File: src/rtl/gcd_controller_pkg.sv
// Shared definitions for the GCD controller and anything that drives or observes it.
// Latency: n/a (types and constants only).
// Backpressure: n/a.
package gcd_controller_pkg;

    // Operand width of the sequenced datapath.
    localparam int GCD_WIDTH_DEFAULT    = 16;
    // Subtraction steps allowed before an operation is aborted.
    localparam int GCD_MAX_ITER_DEFAULT = 65535;
    // Width of the step counter; MAX_ITER must fit in it.
    localparam int GCD_ITER_W           = 16;

    typedef enum logic [2:0] {
        IDLE    = 3'd0,
        LOAD_A  = 3'd1,
        LOAD_B  = 3'd2,
        SETTLE  = 3'd3,
        COMPUTE = 3'd4,
        FINISH  = 3'd5
    } gcd_state_e;

endpackage

File: src/rtl/gcd_controller_if.sv
// Control and status bundle between the GCD controller and its subtract/compare datapath.
// Latency: n/a (wires only).
// Backpressure: op_valid/op_ready handshake for operands; all other signals are unconditioned.
//
// master : controller side (drives enables, selects, status)
// slave  : datapath / requester side (drives start, operand and compare flags)
interface gcd_controller_if;
    import gcd_controller_pkg::*;

    logic                  start;
    logic                  op_valid;
    logic                  op_zero;
    logic                  op_ready;
    logic                  gt;
    logic                  lt;
    logic                  eq;
    logic                  ldA;
    logic                  ldB;
    logic                  sel1;
    logic                  sel2;
    logic                  sel_in;
    logic                  busy;
    logic                  done;
    logic                  err;
    logic [GCD_ITER_W-1:0] iter_cnt;

    modport master (
        input  start, op_valid, op_zero, gt, lt, eq,
        output op_ready, ldA, ldB, sel1, sel2, sel_in, busy, done, err, iter_cnt
    );

    modport slave (
        output start, op_valid, op_zero, gt, lt, eq,
        input  op_ready, ldA, ldB, sel1, sel2, sel_in, busy, done, err, iter_cnt
    );

endinterface

File: src/rtl/gcd_controller.sv
// Sequences a subtract-and-compare datapath to compute GCD(A, B) by repeated subtraction.
// Latency: start to done = load handshakes (2 min) + 1 settle + N steps + 1 eq + 1 finish.
// Backpressure: waits in LOAD_A/LOAD_B until op_valid; start is ignored while busy.
//
// Ports: clk, rst (synchronous, active-high); bus (gcd_controller_if.master) carries
//   start, operand handshake (op_valid/op_zero/op_ready), compare flags (gt/lt/eq),
//   datapath controls (ldA/ldB/sel1/sel2/sel_in) and status (busy/done/err/iter_cnt).
module gcd_controller
    import gcd_controller_pkg::*;
#(
    parameter int WIDTH    = GCD_WIDTH_DEFAULT,
    parameter int MAX_ITER = GCD_MAX_ITER_DEFAULT
) (
    input  logic              clk,
    input  logic              rst,
    gcd_controller_if.master  bus
);

    // The controller never touches operand data, but the width and step limit
    // still have to be sane for the datapath and the counter they pair with.
    if (WIDTH < 1) begin : g_width_check
        $error("gcd_controller: WIDTH must be at least 1");
    end
    if (MAX_ITER < 0 || MAX_ITER > (2 ** GCD_ITER_W) - 1) begin : g_iter_check
        $error("gcd_controller: MAX_ITER does not fit in iter_cnt");
    end

    localparam logic [GCD_ITER_W-1:0] ITER_LIMIT = GCD_ITER_W'(MAX_ITER);

    gcd_state_e            state;
    logic                  zero_flag;
    logic                  busy_q;
    logic                  done_q;
    logic                  err_q;
    logic [GCD_ITER_W-1:0] iter_q;

    // Step budget exhausted; the counter never moves past this value.
    logic at_limit;
    assign at_limit = (iter_q == ITER_LIMIT);

    // ------------------------------------------------------------------
    // State machine and registered status
    // ------------------------------------------------------------------
    always_ff @(posedge clk) begin
        if (rst) begin
            state     <= IDLE;
            zero_flag <= 1'b0;
            busy_q    <= 1'b0;
            done_q    <= 1'b0;
            err_q     <= 1'b0;
            iter_q    <= '0;
        end else begin
            // done/err are single-cycle and only ever raised on entry to FINISH.
            done_q <= 1'b0;
            err_q  <= 1'b0;

            case (state)
                IDLE: begin
                    // iter_cnt keeps the last result visible until a new start.
                    if (bus.start) begin
                        state     <= LOAD_A;
                        busy_q    <= 1'b1;
                        iter_q    <= '0;
                        zero_flag <= 1'b0;
                    end
                end

                LOAD_A: begin
                    if (bus.op_valid) begin
                        zero_flag <= zero_flag | bus.op_zero;
                        state     <= LOAD_B;
                    end
                end

                LOAD_B: begin
                    if (bus.op_valid) begin
                        zero_flag <= zero_flag | bus.op_zero;
                        state     <= SETTLE;
                    end
                end

                // Compare flags only reflect B one cycle after ldB.
                SETTLE: begin
                    state <= COMPUTE;
                end

                COMPUTE: begin
                    if (zero_flag) begin
                        state  <= FINISH;
                        done_q <= 1'b1;
                        err_q  <= 1'b1;
                    end else if (bus.eq) begin
                        state  <= FINISH;
                        done_q <= 1'b1;
                    end else if (at_limit) begin
                        state  <= FINISH;
                        done_q <= 1'b1;
                        err_q  <= 1'b1;
                    end else begin
                        // Counts even when no flag is asserted, so a datapath
                        // that reports nothing still ends in a timeout.
                        iter_q <= iter_q + 1'b1;
                    end
                end

                FINISH: begin
                    state  <= IDLE;
                    busy_q <= 1'b0;
                end

                default: begin
                    state  <= IDLE;
                    busy_q <= 1'b0;
                end
            endcase
        end
    end

    // ------------------------------------------------------------------
    // Datapath control decode (combinational on state and inputs)
    // ------------------------------------------------------------------
    always_comb begin
        bus.op_ready = 1'b0;
        bus.ldA      = 1'b0;
        bus.ldB      = 1'b0;
        bus.sel1     = 1'b0;
        bus.sel2     = 1'b0;
        bus.sel_in   = 1'b0;

        // No loads while reset is held, so datapath contents survive reset.
        if (!rst) begin
            case (state)
                LOAD_A: begin
                    if (bus.op_valid) begin
                        bus.op_ready = 1'b1;
                        bus.ldA      = 1'b1;
                        bus.sel_in   = 1'b1;
                    end
                end

                LOAD_B: begin
                    if (bus.op_valid) begin
                        bus.op_ready = 1'b1;
                        bus.ldB      = 1'b1;
                        bus.sel_in   = 1'b1;
                    end
                end

                COMPUTE: begin
                    // Same priority as the state update: any terminating
                    // condition suppresses the subtraction.
                    if (!zero_flag && !bus.eq && !at_limit) begin
                        if (bus.gt) begin
                            bus.ldA  = 1'b1;   // A <= A - B
                            bus.sel2 = 1'b1;
                        end else if (bus.lt) begin
                            bus.ldB  = 1'b1;   // B <= B - A
                            bus.sel1 = 1'b1;
                        end
                    end
                end

                default: ;
            endcase
        end
    end

    assign bus.busy     = busy_q;
    assign bus.done     = done_q;
    assign bus.err      = err_q;
    assign bus.iter_cnt = iter_q;

endmodule
File: src/flat_wrapper.sv
// flat-port wrapper written by rule: the top's interface ports become plain ports
module gcd_controller_flat import gcd_controller_pkg::*;
#(
    parameter int WIDTH    = GCD_WIDTH_DEFAULT,
    parameter int MAX_ITER = GCD_MAX_ITER_DEFAULT
)
  (clk, rst, bus_start, bus_op_valid, bus_op_zero, bus_gt, bus_lt, bus_eq, bus_op_ready, bus_ldA, bus_ldB, bus_sel1, bus_sel2, bus_sel_in, bus_busy, bus_done, bus_err, bus_iter_cnt);
  gcd_controller_if bus_i ();
  input  logic clk;
  input  logic rst;
  input wire logic [$bits(bus_i.start)-1:0] bus_start;
  input wire logic [$bits(bus_i.op_valid)-1:0] bus_op_valid;
  input wire logic [$bits(bus_i.op_zero)-1:0] bus_op_zero;
  input wire logic [$bits(bus_i.gt)-1:0] bus_gt;
  input wire logic [$bits(bus_i.lt)-1:0] bus_lt;
  input wire logic [$bits(bus_i.eq)-1:0] bus_eq;
  output wire logic [$bits(bus_i.op_ready)-1:0] bus_op_ready;
  output wire logic [$bits(bus_i.ldA)-1:0] bus_ldA;
  output wire logic [$bits(bus_i.ldB)-1:0] bus_ldB;
  output wire logic [$bits(bus_i.sel1)-1:0] bus_sel1;
  output wire logic [$bits(bus_i.sel2)-1:0] bus_sel2;
  output wire logic [$bits(bus_i.sel_in)-1:0] bus_sel_in;
  output wire logic [$bits(bus_i.busy)-1:0] bus_busy;
  output wire logic [$bits(bus_i.done)-1:0] bus_done;
  output wire logic [$bits(bus_i.err)-1:0] bus_err;
  output wire logic [$bits(bus_i.iter_cnt)-1:0] bus_iter_cnt;
  assign bus_i.start = bus_start;
  assign bus_i.op_valid = bus_op_valid;
  assign bus_i.op_zero = bus_op_zero;
  assign bus_i.gt = bus_gt;
  assign bus_i.lt = bus_lt;
  assign bus_i.eq = bus_eq;
  assign bus_op_ready = bus_i.op_ready;
  assign bus_ldA = bus_i.ldA;
  assign bus_ldB = bus_i.ldB;
  assign bus_sel1 = bus_i.sel1;
  assign bus_sel2 = bus_i.sel2;
  assign bus_sel_in = bus_i.sel_in;
  assign bus_busy = bus_i.busy;
  assign bus_done = bus_i.done;
  assign bus_err = bus_i.err;
  assign bus_iter_cnt = bus_i.iter_cnt;
  gcd_controller #(.WIDTH(WIDTH), .MAX_ITER(MAX_ITER)) u_core (.clk(clk), .rst(rst), .bus(bus_i));
endmodule
File: config.mk
export PLATFORM = sky130hd
export DESIGN_NAME = gcd_controller_flat
export DESIGN_NICKNAME = d
export VERILOG_FILES = /design/src/rtl/gcd_controller_pkg.sv /design/src/rtl/gcd_controller_if.sv /design/src/rtl/gcd_controller.sv /design/src/flat_wrapper.sv
export SDC_FILE = /design/constraint.sdc
export NUM_CORES = 1
export LEC_CHECK = 0
export CORE_AREA = 2 2 66 52
export DETAILED_ROUTE_END_ITERATION = 16
export DIE_AREA = 0 0 68 54
export PLACE_DENSITY = 0.72
export SKIP_CTS_REPAIR_TIMING = 1
export SLEW_MARGIN = 40
export SYNTH_ARGS = -nofsm -noshare
export SYNTH_HDL_FRONTEND = slang
export SYNTH_SLANG_ARGS = --single-unit
File: constraint.sdc
create_clock -name clk -period 4.6 [get_ports clk]
set_input_delay 0.92 -clock clk [delete_from_list [all_inputs] [get_ports clk]]
set_output_delay 0.92 -clock clk [all_outputs]
set_load 0.02 [all_outputs]
# After elaboration in Yosys (flattened, before gate mapping)
# Cells that the tools add are included.
# word_totals
regBits	23
input_bits	8
out_inout_bits	25
# classes
add_sub_neg	1
n_eq_ne	13
n_mux	38
bitwise_logic	3
n_reduce_logical	15
# ops
cell	count
16-bit 2-to-1 mux	4
16-bit case mux with 2 select lines	1
1-bit 2-to-1 mux	22
3-bit 2-to-1 mux	6
16-bit by 1-bit adder with 16-bit output (second input constant)	1
16-bit == test (second input constant)	1
3-bit case mux with 5 select lines	1
2-bit inequality test (second input constant)	6
1-bit case mux with 2 select lines	4
3-bit by 2-bit == test with 1-bit output (second input constant)	2
5-bit AND reduction	1
4-bit by 2-bit inequality test with 1-bit output (second input constant)	1
4-bit AND reduction	1
2-bit nonzero test	2
2-bit OR reduction	2
4-bit OR reduction	1
3-bit by 1-bit == test with 1-bit output (second input constant)	1
3-bit == test (second input constant)	1
1-bit logical NOT	3
3-bit logical NOT	1
3-bit AND reduction	1
1-bit logical AND	2
2-bit by 1-bit inequality test with 1-bit output (second input constant)	1
1-bit inverter	2
other kinds (2)	2

# Logic depth before layout (Yosys ltp)
# Gate-level depths: netlist (run 1).
# depth
depth_word	6
depth_mapped	8
mapped_depth_nobuf	6

# Least setup slack after synthesis (run 1)
# Ideal clock, no wire load.
# synth_timing
path_kind	in2out
from	input port rst
to	output port bus_ldB
arrival_ns	2.808
path_slack_ns	0.872
stages	5
n_path_buf	1
path_cell_list	clkbuf_1 -> nor4b_1 -> nand3_1 -> nor3b_1 -> a41o_1
# synth_via
elab_chain_len	1
# synth_rtl
item	line_no	text
start: declaration	flat_wrapper.sv:10	input logic rst;
1-bit 2-to-1 mux	gcd_controller.sv:131	if (!rst) begin
end: declaration	flat_wrapper.sv:19	output wire logic [$bits(bus_i.ldB)-1:0] bus_ldB;
# No other way between the ends.

# Worst setup path in the final report (run 1)
# Ends and elaborated chain as after synthesis.

==> impl_metrics.ini, run 1 <==
[logic_synthesis]
synth_area_per_cell_um2 = 7.74
synth_area_leaders = dfxtp_1 (35%), o21ai_0 (6.1%), a21oi_1 (5.3%)
ys_types = 46
synthesis.yosys.warnings = 0
synth_top_area_share_pct = 35.0
synth_mux_area_share_pct = 2.38
yosys-top-cells-count = dfxtp_1 (23), nor2_1 (16), o21ai_0 (16), a21oi_1 (14), nand2_1 (14)
synth_top_family_by_area = simple AND/OR/NAND/NOR gates
synthArstFlopShare_pct = 0
synth-xor-area-share_pct = 0.666
synth_edf_count = 0
synth_fp_nets = 179
synth_compound_area_share_pct = 20.2
synth.most_common_cell = dfxtp_1
synthCells = 170
synth-seq-cells = 23
synth_top_flop_cell = dfxtp_1
synth-simple-area-share_pct = 34.3
yosysSeqAreaShare_pct = 35.0
yosysTopAreaCell = dfxtp_1
syn-cell-area_um2 = 1320
synth_fa_ha_area_share_pct = 0.951

[critical_path]
cp_common_cell = clkdlybuf4s50_1
critPathLaunchType = input port
cp_cell_sequence = clkdlybuf4s50_1 -> nor4b_1 -> buf_4 -> nand3_1 -> nor3b_1 -> a41o_1 -> clkdlybuf4s50_1
critPathMaxStageDelay_ns = 0.60
r2r-start = u_core.state[2]
r2r_end = u_core.bus.iter_cnt[8]
crit_type = in2out
crit_fanout = 6
cp_slowest_cell = clkdlybuf4s50_1
r2r_cells = 4
critPathArrivalTime_ns = 2.99
end_kind = output port
r2r_slack_ns = 2.32
critPathRequiredTime_ns = 3.68

[cts]
clock_latency_ns = 0.26
cts_tree = yes
numCtsBuffers = 3
htreeDepth = 1
cts_buffer_depth = 2
path_clk_slew_ns = 0.08
root_buffer = clkbuf_8
cts.sinks = 23

[place]
gp_congestion = 0.805
dpl.hpwl_um = 2620
portBuffers = 32

[sta]
fin_skew_ns = 0.00221
max_freq_ghz = 0.256
worstMarginPinSlew_ns = 0.605
final-hold-violation-count = 0
finalMaxSlewViolations = 0
rsz0062_at_grt = false
final-setup-viol-count = 0
tns_ns = 0
slew_headroom_pct = 59.4
hold_ws_ns = 0.502
finalCritPeriodShare_pct = 84.9
min_period_ns = 3.91

[cells_and_area]
final_core_util_pct = 54.7
post_route_cells_drive_above_1_share_pct = 6.53
n_antenna_cell = 0
fill_cells = 302
fin_nets = 209
syn_to_final_growth_pct = 29.2

[routing]
wl_per_cell_um = 14.8
routed_wl_um = 3530
drc = 0
vias = 1389
first_pass_iters = 4
drt_iter0_markers = 113
viasPerCell = 5.81
ant_nets = 0

[run]
maxCapViolCount = 0

[grt]
grtUsageTotal_pct = 21.0
grt-ovfl-total = 0
grt_pass1_wl_um = 5780
grt_pass1_vias = 1208
antenna_found_initial = 0
grt_max_degree = 18

[run_status]
status = complete, no violations

[die]
dieArea_um2 = 3670
fp.dieH_um = 54
ios = 33
die_x_um = 68
core-area_um2 = 3110
start_util_pct = 42.3
fp-row-count = 18

[hold_path]
min_path_type = reg2reg
hp-start = u_core.bus.iter_cnt[15]
worstHoldPathCells = 1
min_to = u_core.bus.iter_cnt[15]

[power_and_ir_drop]
power_density_nw_per_um2 = 339
peakVddDrop_mv = 0.160
fin_total_pwr_w = 0.000576
p_leak_nw = 0.602
## logic make-up after synthesis
kind of cell,after synthesis
buf+inv,16
flops,23
fa+ha+maj,1
mux,3
simple gates,80
compound gates,46
xor+xnor,1
## how the worst max path moves through the flow
stage / start / to / slack [ns] / depth (start not counted)
after floorplan: rst / bus_ldB / 0.87 / 5
after global placement: rst / bus_ldB / 0.75 / 7
after detailed placement: rst / bus_ldB / 0.67 / 7
after CTS: rst / bus_ldB / 0.67 / 7
after global routing: rst / bus_ldB / 0.47 / 7
final: rst / bus_ldB / 0.69 / 7
## stage by stage
stage | cells | setup WS [ns] | instance area [µm²]
floorplan | 170 | 0.872 | 1320
global placement | 235 | 0.748 | 1650
detailed placement | 235 | 0.671 | 1650
CTS | 239 | 0.672 | 1690
global route | 239 | 0.474 | 1700
finish | 239 | 0.693 | 1700
## worst max-delay path, delay by kind of cell
kind | cells | cell delay [ns]
buf+inv | 3 | 1.22
simple gates | 3 | 0.71
compound gates | 1 | 0.13
## metal layers
metal,wire length (µm),global-route usage [%]
met1,1680,31.7
met2,1590,30.4
met3,244,4.60
met4,14,3.67
met5,0,0
## report_power, final
part | internal, W | switching [W]
registers | 0.000217 | 0.0000383
logic | 0.0000829 | 0.000112
clock network | 0.0000618 | 0.0000642
## cell usage in the layout (no fill, tap or decap), types with 4 or more instances in the layout
cell and count:
o21ai_0 16, a21oi_1 14, nor2_1 16, clkdlybuf4s50_1 32, and4_1 4, nand2_1 14, nor3_1 4, nand3_1 9
dfxtp_1 23, a31oi_1 4, buf_4 4, inv_1 5, nand4_1 4
## cell type report
cell class,instances,area (µm²),share of cell area (%)
multi-input combinational,131,774,45.6
sequential,23,460,27.1
timing repair buffer,36,350,20.6
tap,40,50.0,2.95
clock buffer,4,45.0,2.65
inverter,5,18.8,1.10
## sequential cells by signal (all words and copies together) (netlist names)
register	flops
u_core.bus.iter_cnt	16
u_core.state	3
u_core.bus.busy	1
u_core.bus.done	1
u_core.bus.err	1
u_core.zero_flag	1
No activity file was read; power rests on OpenSTA's default activity.
==> inputs of run 2 (changes only) <==
CORE_AREA = 2 2 67 53   (was 2 2 66 52)
DIE_AREA = 0 0 69 55   (was 0 0 68 54)
PLACE_DENSITY = 0.73   (was 0.72)
clock period = 3.52 ns   (was 4.6 ns; I/O delays follow)
==> impl_metrics.ini, run 2 (synthesized netlist as in run 1, its figures left out) <==
[hold_path]
worstHoldPathCells = 1
min_path_type = reg2reg

[critical_path]
crit_type = reg2out
critPathArrivalTime_ns = 2.60
cp.buffers_inverters = 1
critPathRequiredTime_ns = 2.82
end_kind = output port
cp_num_cells = 7
critPathMaxStageDelay_ns = 0.64
crit_fanout = 7
cp_cell_sequence = ha_1 -> and4_1 -> and4_1 -> nor3_1 -> a31oi_1 -> nor3_1 -> clkdlybuf4s50_1
r2r_cells = 4
critPathLaunchType = flip-flop
cp_slowest_cell = clkdlybuf4s50_1
path_delay_family = simple AND/OR/NAND/NOR gates

[cells_and_area]
syn_to_final_growth_pct = 31.0
fin_nets = 212
final_common_cell = clkdlybuf4s50_1
post_route_cells_drive_above_1_share_pct = 8.42
n_antenna_cell = 0
final_core_util_pct = 54.6
largest_reg_flops = 16
mostFrequentLayoutCells = clkdlybuf4s50_1 (32), dfxtp_1 (23), nor2_1 (16), o21ai_0 (16)

[cts]
numCtsBuffers = 3
htreeDepth = 1
root_buffer = clkbuf_8
path_clk_slew_ns = 0.09
cts_tree = yes
cts.sinks = 23
cts_buffer_depth = 2
clock_latency_ns = 0.27

[sta]
worst_slack_ns = 0.218
finalMaxSlewViolations = 0
final-hold-violation-count = 0
slew_headroom_pct = 54.6
final-setup-viol-count = 0
fin_skew_ns = 0.00638
worstMarginPinSlew_ns = 0.674
hold_ws_ns = 0.496
max_freq_ghz = 0.303
min_period_ns = 3.30
tns_ns = 0
finalCritPeriodShare_pct = 93.8
rsz0062_at_grt = false

[run_status]
status = complete, no violations

[grt]
globalRouteMet1Util_pct = 26.1
grt-ovfl-total = 0
grt_max_degree = 18
use_met3_pct = 4.17
grtUsageTotal_pct = 18.3
met2_usage_pct = 28.2
antenna_found_initial = 0
grt_pass1_vias = 1134
grt_pass1_wl_um = 5480
grt.busiest_layer = met2

[place]
portBuffers = 32
place_ws_ns = 0.131
gp_congestion = 0.837
dpl.hpwl_um = 2580

[routing]
wl_per_cell_um = 14.2
drc = 0
ant_nets = 0
viasPerCell = 5.64
first_pass_iters = 4
vias = 1365
drt_iter0_markers = 119
routed_wl_um = 3450

[die]
die_x_um = 69
dieArea_um2 = 3800
fp-row-count = 18
start_util_pct = 41.7
fp.dieH_um = 55
ios = 33
core-area_um2 = 3150

[run]
maxCapViolCount = 0

[power_and_ir_drop]
p_leak_nw = 0.619
power_density_nw_per_um2 = 443
peakVddDrop_mv = 0.287
run 2: cell count changes in the layout (fill, tap and decap cells not counted):
cell | before | now
nor4b_1 | 1 | 0
nor4b_2 | 0 | 1
clkinv_2 | 0 | 1
nor4_1 | 3 | 4
buf_4 | 4 | 7
clkbuf_1 | 1 | 0
nor4_2 | 1 | 0
run 2: power breakdown:
| group | leakage (nW) | internal, W | switching [W] |
|---|---|---|---|
| Combinational | 0.407 | 0.000115 | 0.000146 |
| Sequential | 0.186 | 0.000283 | 0.0000515 |
| Clock | 0.0255 | 0.0000792 | 0.0000890 |
| Total | 0.619 | 0.000477 | 0.000286 |
run 2: layout make-up:
| cell class | instances | area, µm² |
|---|---|---|
| Clock buffer | 3 | 41.3 |
| Multi-Input combinational cell | 131 | 774 |
| Inverter | 5 | 18.8 |
| Clock inverter | 1 | 5.00 |
| Tap cell | 40 | 50.0 |
| Sequential cell | 23 | 460 |
| Timing Repair Buffer | 39 | 373 |
| Fill cell | 301 | 1430 |
run 2: worst paths after layout:
check	from	slack [ns]	endpoint
setup / recovery	u_core.bus.iter_cnt[0]	0.22	bus_ldA
hold reg to reg	u_core.bus.iter_cnt[15]	0.50	u_core.bus.iter_cnt[15]
setup reg to reg	u_core.state[2]	1.25	u_core.bus.iter_cnt[8]
hold / removal	u_core.bus.iter_cnt[15]	0.50	u_core.bus.iter_cnt[15]
run 2: metal layers:
metal | wire, µm | up-vias | part of all wire (%)
met5 | 0 | - | 0
li1 | - | 690 | -
met3 | 165 | 2 | 4.8
met2 | 1510 | 36 | 44
met4 | 14 | 0 | 0.41
met1 | 1760 | 637 | 51
run 2: metrics by stage:
stage / instances / area, µm² / total power [W]
3_3_place_gp: 238 / 1670 / 0.000585
5_1_grt: 242 / 1720 / 0.000810
2_1_floorplan: 170 / 1320 / 0.000529
4_1_cts: 242 / 1720 / 0.000766
6_report: 242 / 1720 / 0.000764
3_5_place_dp: 238 / 1670 / 0.000596
==> inputs of run 3 (changes only) <==
ABC_CLOCK_PERIOD_IN_PS = 3520   (was not set)
CORE_AREA = 2 2 63 50   (was 2 2 67 53)
DIE_AREA = 0 0 65 52   (was 0 0 69 55)
DONT_BUFFER_PORTS = 1   (was not set)
PLACE_DENSITY = 0.65   (was 0.73)
==> impl_metrics.ini, run 3 (synthesized netlist as in run 1, its figures left out) <==
[grt]
met2_usage_pct = 29.0
grt_pass1_wl_um = 5060
grtUsageTotal_pct = 19.5
grt_max_degree = 19
antenna_found_initial = 0
grt_pass1_vias = 1035
globalRouteMet1Util_pct = 26.8
grt-ovfl-total = 0
use_met3_pct = 6.28
grt.busiest_layer = met2

[sta]
finalCritPeriodShare_pct = 88.3
tns_ns = 0
final-setup-viol-count = 0
hold_ws_ns = 0.493
fin_skew_ns = 0.00348
min_period_ns = 3.11
slew_headroom_pct = 48.2
final-hold-violation-count = 0
worstMarginPinSlew_ns = 0.769
max_freq_ghz = 0.322
finalMaxSlewViolations = 0
rsz0062_at_grt = false

[power_and_ir_drop]
power_density_nw_per_um2 = 517
power_frac_clock_pct = 23.3
peakVddDrop_mv = 0.296
p_leak_nw = 0.496
p_comb_share_pct = 29.5
swShare_pct = 37.6
seqPwrFrac_pct = 47.1
internal-power_w = 0.000446
switching_power_w = 0.000269

[cts]
root_buffer = clkbuf_8
clock_latency_ns = 0.27
htreeDepth = 1
path_clk_slew_ns = 0.08
cts_tree = yes
cts_buffer_depth = 2
cts.sinks = 23
numCtsBuffers = 3

[place]
dp.cells = 202
dpl.hpwl_um = 2310
gp_congestion = 0.793
portBuffers = 0

[cells_and_area]
mostFrequentLayoutCells = dfxtp_1 (23), nor2_1 (16), o21ai_0 (16)
largest_reg_flops = 16
n_antenna_cell = 0
fin_cells = 206
fill_cells = 265
syn_to_final_growth_pct = 5.23
post_route_cells_drive_above_1_share_pct = 8.33
fin_nets = 178
final_common_cell = dfxtp_1

[critical_path]
critPathLaunchType = flip-flop
cp_slowest_cell = nor3_1
crit_type = reg2out
r2r_slack_ns = 1.30
cp.buffers_inverters = 0
path_delay_family = simple AND/OR/NAND/NOR gates
crit_fanout = 7
critPathArrivalTime_ns = 2.41
critPathMaxStageDelay_ns = 0.52
end_kind = output port
cp_cell_sequence = ha_1 -> and4_1 -> and4_1 -> nor3_1 -> a31oi_1 -> nor3_1
critPathRequiredTime_ns = 2.82

[run_status]
status = complete, no violations

[routing]
drc = 0
viasPerCell = 5.95
first_pass_iters = 4
vias = 1225
routed_wl_um = 3120
wl_per_cell_um = 15.1
drt_iter0_markers = 74
ant_nets = 0

[die]
dieArea_um2 = 3380
start_util_pct = 47.2
fp.dieH_um = 52
fp-row-count = 17
ios = 33
die_x_um = 65
core-area_um2 = 2790

[run]
maxCapViolCount = 0

[hold_path]
min_path_type = in2reg
-- run 3: path summary, 6_finish.rpt --
kind                                         startpoint                      end  depth (start not counted)
worst max-delay path             u_core.bus.iter_cnt[0]                  bus_ldA                          6
worst max register to register          u_core.state[2]   u_core.bus.iter_cnt[8]                          4
worst min register to register  u_core.bus.iter_cnt[15]  u_core.bus.iter_cnt[15]                          1
worst min-delay path                                rst          u_core.state[2]                          1
-- run 3: layer usage --
metal / vias up / wire length, µm / share of wire, %
met5: - / 0 / 0
met4: 0 / 28 / 0.90
met3: 4 / 220 / 7.1
met2: 41 / 1350 / 43
met1: 566 / 1520 / 49
li1: 614 / - / -
-- run 3: area by class of cell --
cell class	instances	area [µm²]	area share, %
timing repair buffer	5	37.5	2.71
tap	38	47.5	3.44
inverter	5	18.8	1.36
clock buffer	4	45.0	3.25
sequential	23	460	33.3
multi-input combinational	131	774	56.0
-- run 3: power by group through the flow --
stage	Combinational [W]	Sequential [W]	Clock [W]
floorplan	0.000220	0.000309	0
global placement	0.000203	0.000341	0
detailed placement	0.000209	0.000342	0
CTS	0.000211	0.000336	0.000172
global route	0.000235	0.000344	0.000181
finish	0.000211	0.000337	0.000167
-- run 3: through the flow --
step                power, W  setup slack [ns]  utilization [%]  area, µm²
floorplan           0.000529             0.224                -       1320
global placement    0.000544             0.765             48.0       1340
detailed placement  0.000551             0.725             48.0       1340
CTS                 0.000719             0.424             49.7       1380
global route        0.000760             0.249             49.7       1380
finish              0.000715             0.410             49.7       1380
